===== config.mk =====
export PLATFORM = sky130hd
export DESIGN_NAME = call_scheduler
export DESIGN_NICKNAME = d
export VERILOG_FILES = /design/src/rtl/elev_pkg.sv /design/src/rtl/look_picker.sv /design/src/rtl/call_scheduler.sv
export SDC_FILE = /design/constraint.sdc
export NUM_CORES = 1
export LEC_CHECK = 0
export ABC_CLOCK_PERIOD_IN_PS = 6450
export CORE_ASPECT_RATIO = 1.2
export CORE_MARGIN = 5
export CORE_UTILIZATION = 50
export CTS_CLUSTER_DIAMETER = 40
export DETAILED_ROUTE_END_ITERATION = 10
export HOLD_SLACK_MARGIN = 0.02
export MAX_ROUTING_LAYER = met4
export PLACE_DENSITY = 0.76
export SLEW_MARGIN = 20
export SYNTH_ARGS = -nofsm -noshare
export SYNTH_HDL_FRONTEND = slang
export SYNTH_HIERARCHICAL = 1
export SYNTH_SLANG_ARGS = --single-unit

===== constraint.sdc =====
create_clock -name clk -period 6.45 [get_ports clk]
set_input_delay 0.645 -clock clk [delete_from_list [all_inputs] [get_ports clk]]
set_output_delay 0.645 -clock clk [all_outputs]
set_load 0.005 [all_outputs]

===== src/rtl/elev_pkg.sv =====
// Shared constants and state encoding for the elevator call scheduler.
package elev_pkg;

  localparam int FLOORS  = 6;
  localparam int FLOOR_W = 3;

  localparam logic DIR_UP = 1'b1;
  localparam logic DIR_DN = 1'b0;

  typedef enum logic [2:0] {
    IDLE,
    SELECT,
    DISPATCH,
    SERVE,
    CLEAR
  } state_t;

endpackage


===== src/rtl/look_picker.sv =====
// Combinational LOOK stop selection from the latched call vectors.
module look_picker
  import elev_pkg::*;
(
  input  logic [FLOORS-1:0]  pend_car,
  input  logic [FLOORS-2:0]  pend_up,
  input  logic [FLOORS-2:0]  pend_dn,
  input  logic [FLOOR_W-1:0] cur_floor,
  input  logic               dir,
  output logic               pick_valid,
  output logic [FLOOR_W-1:0] pick_floor,
  output logic               pick_dir
);

  logic [FLOORS-1:0] up_f;
  logic [FLOORS-1:0] dn_f;
  int cur;
  int a_f, b_f, c_f, d_f;
  logic a_v, b_v, c_v, d_v;

  always_comb begin
    up_f = '0;
    dn_f = '0;
    up_f[FLOORS-2:0] = pend_up;
    dn_f[FLOORS-1:1] = pend_dn;
    cur = (int'(cur_floor) > FLOORS-1) ? FLOORS-1 : int'(cur_floor);
    a_v = 1'b0; a_f = 0;
    b_v = 1'b0; b_f = 0;
    c_v = 1'b0; c_f = 0;
    d_v = 1'b0; d_f = 0;
    // a: nearest car/up above, d: lowest up below (descending scan keeps the lowest)
    for (int f = FLOORS-1; f >= 0; f--) begin
      if (f > cur && (pend_car[f] || up_f[f])) begin a_v = 1'b1; a_f = f; end
      if (f < cur && up_f[f]) begin d_v = 1'b1; d_f = f; end
    end
    // b: highest down above, c: nearest car/down below
    for (int f = 0; f < FLOORS; f++) begin
      if (f > cur && dn_f[f]) begin b_v = 1'b1; b_f = f; end
      if (f < cur && (pend_car[f] || dn_f[f])) begin c_v = 1'b1; c_f = f; end
    end

    pick_valid = |{pend_car, pend_up, pend_dn};
    pick_floor = '0;
    pick_dir   = dir;
    if (pend_car[cur] || (dir == DIR_UP ? up_f[cur] : dn_f[cur])) begin
      pick_floor = FLOOR_W'(cur);
    end else if (dir == DIR_UP) begin
      if (a_v)      pick_floor = FLOOR_W'(a_f);
      else if (b_v) pick_floor = FLOOR_W'(b_f);
      else begin
        pick_dir = DIR_DN;
        if (dn_f[cur]) pick_floor = FLOOR_W'(cur);
        else if (c_v)  pick_floor = FLOOR_W'(c_f);
        else if (d_v)  pick_floor = FLOOR_W'(d_f);
      end
    end else begin
      if (c_v)      pick_floor = FLOOR_W'(c_f);
      else if (d_v) pick_floor = FLOOR_W'(d_f);
      else begin
        pick_dir = DIR_UP;
        if (up_f[cur]) pick_floor = FLOOR_W'(cur);
        else if (a_v)  pick_floor = FLOOR_W'(a_f);
        else if (b_v)  pick_floor = FLOOR_W'(b_f);
      end
    end
  end

endmodule


===== src/rtl/call_scheduler.sv =====
// LOOK call scheduler: latches calls, hands stops to the motion FSM, clears served calls.
//   state    | meaning
//   IDLE     | no target; waits for any pending call
//   SELECT   | registers the LOOK pick and sweep direction
//   DISPATCH | target offered, waiting for tgt_ack
//   SERVE    | car moving; may retarget to a closer stop on the way
//   CLEAR    | car at floor; drops calls served there
module call_scheduler
  import elev_pkg::*;
(
  input  logic               clk,
  input  logic               rst,
  input  logic [FLOORS-1:0]  car_call,
  input  logic [FLOORS-2:0]  hall_up,
  input  logic [FLOORS-2:0]  hall_dn,
  input  logic [FLOOR_W-1:0] cur_floor,
  input  logic               tgt_ack,
  input  logic               arrived,
  output logic [FLOOR_W-1:0] tgt_floor,
  output logic               tgt_dir,
  output logic               tgt_valid,
  output logic               retarget,
  output logic [FLOORS-1:0]  pend_car,
  output logic [FLOORS-2:0]  pend_up,
  output logic [FLOORS-2:0]  pend_dn,
  output logic               idle
);

  state_t state_q, state_d;
  logic dir_q;
  logic load_tgt, retgt, between, any_pend;
  logic [FLOOR_W-1:0] cur_sat;
  logic [FLOORS-1:0] clr_car;
  logic [FLOORS-2:0] clr_up, clr_dn;
  logic pick_valid, pick_dir;
  logic [FLOOR_W-1:0] pick_floor;

  look_picker u_picker (
    .pend_car   (pend_car),
    .pend_up    (pend_up),
    .pend_dn    (pend_dn),
    .cur_floor  (cur_floor),
    .dir        (dir_q),
    .pick_valid (pick_valid),
    .pick_floor (pick_floor),
    .pick_dir   (pick_dir)
  );

  assign cur_sat   = (int'(cur_floor) > FLOORS-1) ? FLOOR_W'(FLOORS-1) : cur_floor;
  assign any_pend  = |{pend_car, pend_up, pend_dn};
  assign tgt_valid = (state_q == DISPATCH) || (state_q == SERVE);
  assign idle      = (state_q == IDLE) && !any_pend;

  always_comb begin
    state_d  = state_q;
    load_tgt = 1'b0;
    retgt    = 1'b0;
    clr_car  = '0;
    clr_up   = '0;
    clr_dn   = '0;
    if (tgt_dir == DIR_UP) between = (pick_floor > cur_sat) && (pick_floor < tgt_floor);
    else                   between = (pick_floor < cur_sat) && (pick_floor > tgt_floor);
    case (state_q)
      IDLE:     if (any_pend) state_d = SELECT;
      SELECT: begin
        if (pick_valid) begin
          load_tgt = 1'b1;
          state_d  = DISPATCH;
        end else begin
          state_d = IDLE;
        end
      end
      DISPATCH: if (tgt_ack) state_d = SERVE;
      SERVE: begin
        if (arrived) state_d = CLEAR;
        else if (pick_valid && between) retgt = 1'b1;
      end
      CLEAR: begin
        clr_car[cur_sat] = 1'b1;
        // terminal floors have only one hall button, so it is always served
        if ((dir_q == DIR_UP || cur_sat == '0) && int'(cur_sat) < FLOORS-1)
          clr_up[cur_sat] = 1'b1;
        if ((dir_q == DIR_DN || int'(cur_sat) == FLOORS-1) && cur_sat != '0)
          clr_dn[cur_sat - 1'b1] = 1'b1;
        state_d = SELECT;
      end
      default:  state_d = IDLE;
    endcase
  end

  always_ff @(posedge clk) begin
    if (rst) begin
      state_q   <= IDLE;
      dir_q     <= DIR_UP;
      tgt_floor <= '0;
      tgt_dir   <= 1'b0;
      retarget  <= 1'b0;
      pend_car  <= '0;
      pend_up   <= '0;
      pend_dn   <= '0;
    end else begin
      state_q  <= state_d;
      pend_car <= (pend_car | car_call) & ~clr_car;
      pend_up  <= (pend_up | hall_up) & ~clr_up;
      pend_dn  <= (pend_dn | hall_dn) & ~clr_dn;
      retarget <= retgt;
      if (load_tgt) begin
        tgt_floor <= pick_floor;
        tgt_dir   <= pick_dir;
        dir_q     <= pick_dir;
      end else if (retgt) begin
        tgt_floor <= pick_floor;
      end
    end
  end

endmodule


# After elaboration in Yosys (flattened, before gate mapping)
# Cells that the tools add are included.
# op_classes
add_sub_neg,1
multipliers,0
div,0
magnitude_cmp,23
n_eq_ne,8
n_shift,0
n_mux,95
bitwise_logic,10
n_reduce_logical,51
# ops
operator,n
3-bit 2-to-1 mux,34
"3-bit by 32-bit > comparator with 1-bit output, first input constant",2
"4-bit by 32-bit > comparator with 1-bit output, first input constant",2
"3-bit by 32-bit < comparator with 1-bit output, first input constant",2
"4-bit by 32-bit < comparator with 1-bit output, first input constant",2
1-bit 2-to-1 mux,45
"1-bit by 32-bit > comparator with 1-bit output, first input constant",1
"2-bit by 32-bit > comparator with 1-bit output, first input constant",1
"1-bit by 32-bit < comparator with 1-bit output, first input constant",1
"2-bit by 32-bit < comparator with 1-bit output, first input constant",1
"32-bit by 5-bit < comparator with 1-bit output, second input constant",1
1-bit logical AND,30
5-bit 2-to-1 mux,4
16-bit OR reduction,1
3-bit one-hot mux with 5 select lines,1
1-bit logical OR,14
5-bit AND,2
2-bit 2-to-1 mux,5
5-bit NOT,2
5-bit OR,2
1-bit binary-select mux with 3-bit select,3
"3-bit by 4-bit < comparator with 1-bit output, second input constant",2
6-bit AND,1
1-bit demux with 3-bit select,2
other kinds (19),27
# totals
reg_bits,25
latch_bits,0
ram_bits,0
rom_bits,0
in_bits,23
n_memories,0

# Logic depth before layout (Yosys ltp)
# depth
ltp_word,25
mapped_depth,16
depth_no_buf,13

# Hierarchy
# Netlist, hierarchy kept.
# modules_own_cells
mod,instances,cells_per_inst,area_each_um2
call_scheduler,1,136,1188.6
look_picker,1,141,994.7

# Worst setup path before layout
# Ideal clock, no wire load.
# synth_timing
kind,input port to flip-flop
from,input port cur_floor[0]
to,register tgt_floor[0]
setup_time_ns,0.085
arrival_time_ns,3.894
path_slack_ns,2.472
path_stages,11
path_buffers,1
cell_sequence,clkbuf_1 mux4_2 nand3b_1 a221o_1 a221oi_1 ha_1 nor2b_1 a221oi_1 nor4_4 or4_1 o31ai_2
# synth_between
elab_chain_len,24
elab_cells_between_ends,117
# synth_lines
item,line_no,source
start: declaration,call_scheduler.sv:16,"input logic [FLOOR_W-1:0] cur_floor,"
3-bit > comparator,look_picker.sv:26,cur = (int'(cur_floor) > FLOORS-1) ? FLOORS-1 : int'(cur_floor);
3-bit 2-to-1 mux *,look_picker.sv:26,
"2-bit by 32-bit > comparator with 1-bit output, or another cell as far along","look_picker.sv:33, look_picker.sv:38",
"1-bit logical AND, on equally long branches",--,
"1-bit 2-to-1 mux, or another cell as far along (5 in series)",look_picker.sv:38,if (f > cur && dn_f[f]) begin b_v = 1'b1; b_f = f; end
"3-bit 2-to-1 mux, or another cell as far along",look_picker.sv:63,else if (b_v) pick_floor = FLOOR_W'(b_f);
"3-bit 2-to-1 mux, on equally long branches","look_picker.sv:62, look_picker.sv:53",
"3-bit 2-to-1 mux, on equally long branches","look_picker.sv:61, look_picker.sv:52",
(+4 left out),--,
net pick_floor[2],call_scheduler.sv:36,logic [FLOOR_W-1:0] pick_floor;
"3-bit < comparator, or another cell as far along",call_scheduler.sv:62,else between = (pick_floor < cur_sat) && (pick_floor > tgt_floor);
"1-bit logical AND, on equally long branches","call_scheduler.sv:62, call_scheduler.sv:61",
1-bit 2-to-1 mux *,call_scheduler.sv:61,if (tgt_dir == DIR_UP) between = (pick_floor > cur_sat) && (pick_floor < tgt_floor);
1-bit logical AND *,call_scheduler.sv:76,else if (pick_valid && between) retgt = 1'b1;
1-bit 2-to-1 mux *,call_scheduler.sv:76,
1-bit 2-to-1 mux *,call_scheduler.sv:75,if (arrived) state_d = CLEAR;
1-bit 2-to-1 mux *,call_scheduler.sv:63,case (state_q)
2-bit nonzero test (no source line) *,--,
end signal: assignment,call_scheduler.sv:108,tgt_floor <= pick_floor;
end signal: assignment,call_scheduler.sv:112,tgt_floor <= pick_floor;
end: declaration,call_scheduler.sv:19,"output logic [FLOOR_W-1:0] tgt_floor,"
# The timed path passes the listed nets; every way through them passes the cells marked *. The select of a mux whose other input is x is not followed.
# A chain may end at the register's enable or synchronous reset.

# Worst setup path in the final report
# layout_timing
from,input port cur_floor[1]
to,register tgt_floor[0]
# Same word-level chain as after synthesis.

==> flow_metrics.env <==
export IMPL_ctsResizeCount=0
export IMPL_cp_end_kind="flop"
export IMPL_synthCells=277
export IMPL_grt_overflow_total=0
export IMPL_pre_cts_slack_ps=1416
export IMPL_setup_ws_ps=1637
export IMPL_crit_arrival_ps=5000
export IMPL_ys_seq_area_share_pct=22.92
export IMPL_synth_seq_cells=25
export IMPL_p_leak_uw=0.0009702
export IMPL_hold_viol=0
export IMPL_required_ps=6640
export IMPL_period_needed_ps=4813
export IMPL_cts_tree="done"
export IMPL_die_area_mm2=0.005794
export IMPL_skew_ps=10.22
export IMPL_fp_dieH_um=82.39
export IMPL_hp_class="reg -> reg"
export IMPL_fin_tns_setup_ps=0
export IMPL_dp_cells=367
export IMPL_clock_sinks=25
export IMPL_run_status="finished, final reports clean"
export IMPL_grtUsageTotal_pct=24.29
export IMPL_antenna_found_initial=0
export IMPL_max_freq_ghz=0.2078
export IMPL_fp_coreArea_mm2=0.004262
export IMPL_ys_types=73
export IMPL_dp_final_hpwl_mm=5.012
export IMPL_synth_avg_cell_area_um2=7.882
export IMPL_drt_wirelength_per_cell_um=18.40
export IMPL_synth_edf_count=0
export IMPL_grt_setup_unrepaired="no"
export IMPL_htree_levels=1
export IMPL_relSlewSlack_pct=41.74
export IMPL_post_cts_setup_buffer_count=0
export IMPL_synth_fp_nets=306
export IMPL_drive_gt1_share_pct=10.16
export IMPL_setup_viol=0
export IMPL_cts_buffers=3
export IMPL_fillers=383
export IMPL_wirelength_mm=6.828
export IMPL_power_density_mw_per_mm2=182.3
export IMPL_syn_to_final_growth_pct=22.18
export IMPL_ys_async_sr_fraction_pct=0
export IMPL_syn_area_mm2=0.002183
export IMPL_yosys_warnings=6
export IMPL_detail_route_antenna_nets=0
export IMPL_gp_congestion=0.9204
export IMPL_clk_latency_ps=280
export IMPL_n_antenna_cell=0
export IMPL_finalMaxSlewViolations=0
export IMPL_ir_worst_vdd_mv=0.1534
export IMPL_drv_cap=0
export IMPL_ios=46
export IMPL_start_util_pct=51.23
export IMPL_grt_first_pass_wirelength_mm=11.11
export IMPL_vias=2466
export IMPL_worstSetupStartpointType="primary input"
export IMPL_drc=0
export IMPL_ys_flop_type="dfxtp_1"
export IMPL_vias_per_cell=6.647
export IMPL_cts_root_buf="clkbuf_8"
export IMPL_port_buffers=45
export IMPL_final_cell_mix="clkdlybuf4s50_1 (45), nor2_1 (36), dfxtp_1 (25)"
export IMPL_grt_max_degree=34
export IMPL_cp_max_fo=23
export IMPL_fin_nets=345
export IMPL_layout_cells_non_filler=371
export IMPL_drt_first_iter_violations=437
export IMPL_worstMarginPinSlew_ps=871.2
export IMPL_clk_pin_slew_ps=90
export IMPL_cts_hold_buf=0
export IMPL_mostFrequentLayoutCell="clkdlybuf4s50_1"
export IMPL_first_global_vias=2323
export IMPL_critPathKind="in -> reg"
export IMPL_num_rows=26
export IMPL_dr_pass1_iters=5
export IMPL_period_share_pct=74.62
export IMPL_dieWidth_um=70.33
export IMPL_clock_path_buffers=2
final timing paths:
check             depth (start not counted)                        end              startpoint  slack, ps
hold reg to reg                           2       tgt_dir$_SDFFE_PP0P_    tgt_dir$_SDFFE_PP0P_        510
hold / removal                            2       tgt_dir$_SDFFE_PP0P_    tgt_dir$_SDFFE_PP0P_        510
setup / recovery                         13  tgt_floor[0]$_SDFFE_PP0P_            cur_floor[1]       1640
setup reg to reg                         11  tgt_floor[0]$_SDFFE_PP0P_  pend_car[4]$_SDFF_PP0_       2520
sequential cells by signal, indices dropped and copies added, names as in the netlist:
signal / cells
pend_car: 6
pend_dn: 5
pend_up: 5
state_q: 3
tgt_floor: 3
dir_q: 1
retarget: 1
tgt_dir: 1
routing by layer:
| layer | vias to the layer above | track usage [%] | wire, um |
|---|---|---|---|
| li1 | 1156 | - | - |
| met1 | 1136 | 29.53 | 2881 |
| met2 | 146 | 40.73 | 3198 |
| met3 | 28 | 2.906 | 545 |
| met4 | 0 | 10.73 | 204 |
| met5 | - | - | 0 |
worst max-delay path, cell delays in order:
cell	delay, ps
clkdlybuf4s50_1	860
nor2_1	560
mux2i_1	140
a221o_2	400
and3_2	230
o311a_1	110
a221oi_1	390
ha_1	340
nor2b_1	140
a221oi_1	490
nor4_4	120
or4_1	510
o31ai_2	70
cells by family after synthesis:
| kind of cell | after synthesis | share of synthesized area (%) |
|---|---|---|
| AOI/OAI and AO/OA | 93 | 31.06 |
| adders and majority gates | 9 | 4.814 |
| buffers and inverters | 29 | 7.506 |
| DFF | 25 | 22.92 |
| muxes | 6 | 3.381 |
| and+or+nand+nor | 115 | 30.31 |
power breakdown:
group	internal, uW	switching, uW	leakage [uW]
clock network	43.9	54.3	0.0000217
logic	94.2	98.0	0.000740
registers	168	28.4	0.000208
total	306	181	0.000970
layout make-up:
class	instances	area, um^2	share of cell area [%]
multi-input combinational	223	1519	56.94
sequential	25	500.5	18.76
timing repair buffer	48	473.0	17.73
tap	56	70.07	2.627
inverter	15	56.30	2.111
clock buffer	3	41.29	1.548
clock inverter	1	7.507	0.2814
synthesized netlist by cell type, types with 2 or more instances:
cell type | n | area [um^2]
nor3_1 | 7 | 35.03
and3_2 | 3 | 22.52
nand2_1 | 21 | 78.83
nand4bb_1 | 2 | 22.52
a31o_1 | 2 | 17.52
o211ai_1 | 4 | 30.03
nand4_1 | 3 | 18.77
o311a_1 | 3 | 30.03
o22ai_1 | 5 | 31.28
o2bb2ai_1 | 2 | 17.52
clkbuf_1 | 6 | 22.52
a211oi_1 | 10 | 75.07
o21ai_0 | 10 | 50.05
nand2b_2 | 2 | 17.52
nand3b_1 | 2 | 15.01
ha_1 | 6 | 75.07
nor3b_1 | 2 | 15.01
nor2_1 | 36 | 135.1
maj3_1 | 3 | 30.03
a31oi_1 | 7 | 43.79
or2_1 | 2 | 12.51
buf_6 | 3 | 33.78
a21oi_1 | 16 | 80.08
o31a_1 | 2 | 17.52
a221oi_1 | 2 | 17.52
o21ai_1 | 2 | 10.01
a311oi_1 | 6 | 52.55
or2_2 | 3 | 18.77
nand3_1 | 5 | 25.02
nor4_1 | 4 | 25.02
or3_1 | 2 | 12.51
or4_1 | 4 | 30.03
mux2i_1 | 4 | 40.04
nor4b_1 | 3 | 26.28
a221o_1 | 2 | 20.02
inv_1 | 14 | 52.55
dfxtp_1 | 25 | 500.5
o31ai_1 | 3 | 22.52
o21a_1 | 4 | 30.03
nor2b_1 | 2 | 12.51
stage by stage:
step           power [uW]  util [%]  instance area (um^2)  hold WS, ps
2_1_floorplan       319.1         -                  2183        476.4
3_3_place_gp        385.3     61.45                  2619        495.4
3_5_place_dp        386.9     61.45                  2619        497.6
4_1_cts             486.1     62.60                  2668        511.1
5_1_grt             518.2     62.60                  2668        541.2
6_report            486.4     62.60                  2668        513.8
Power figures use the tool's default switching activity.
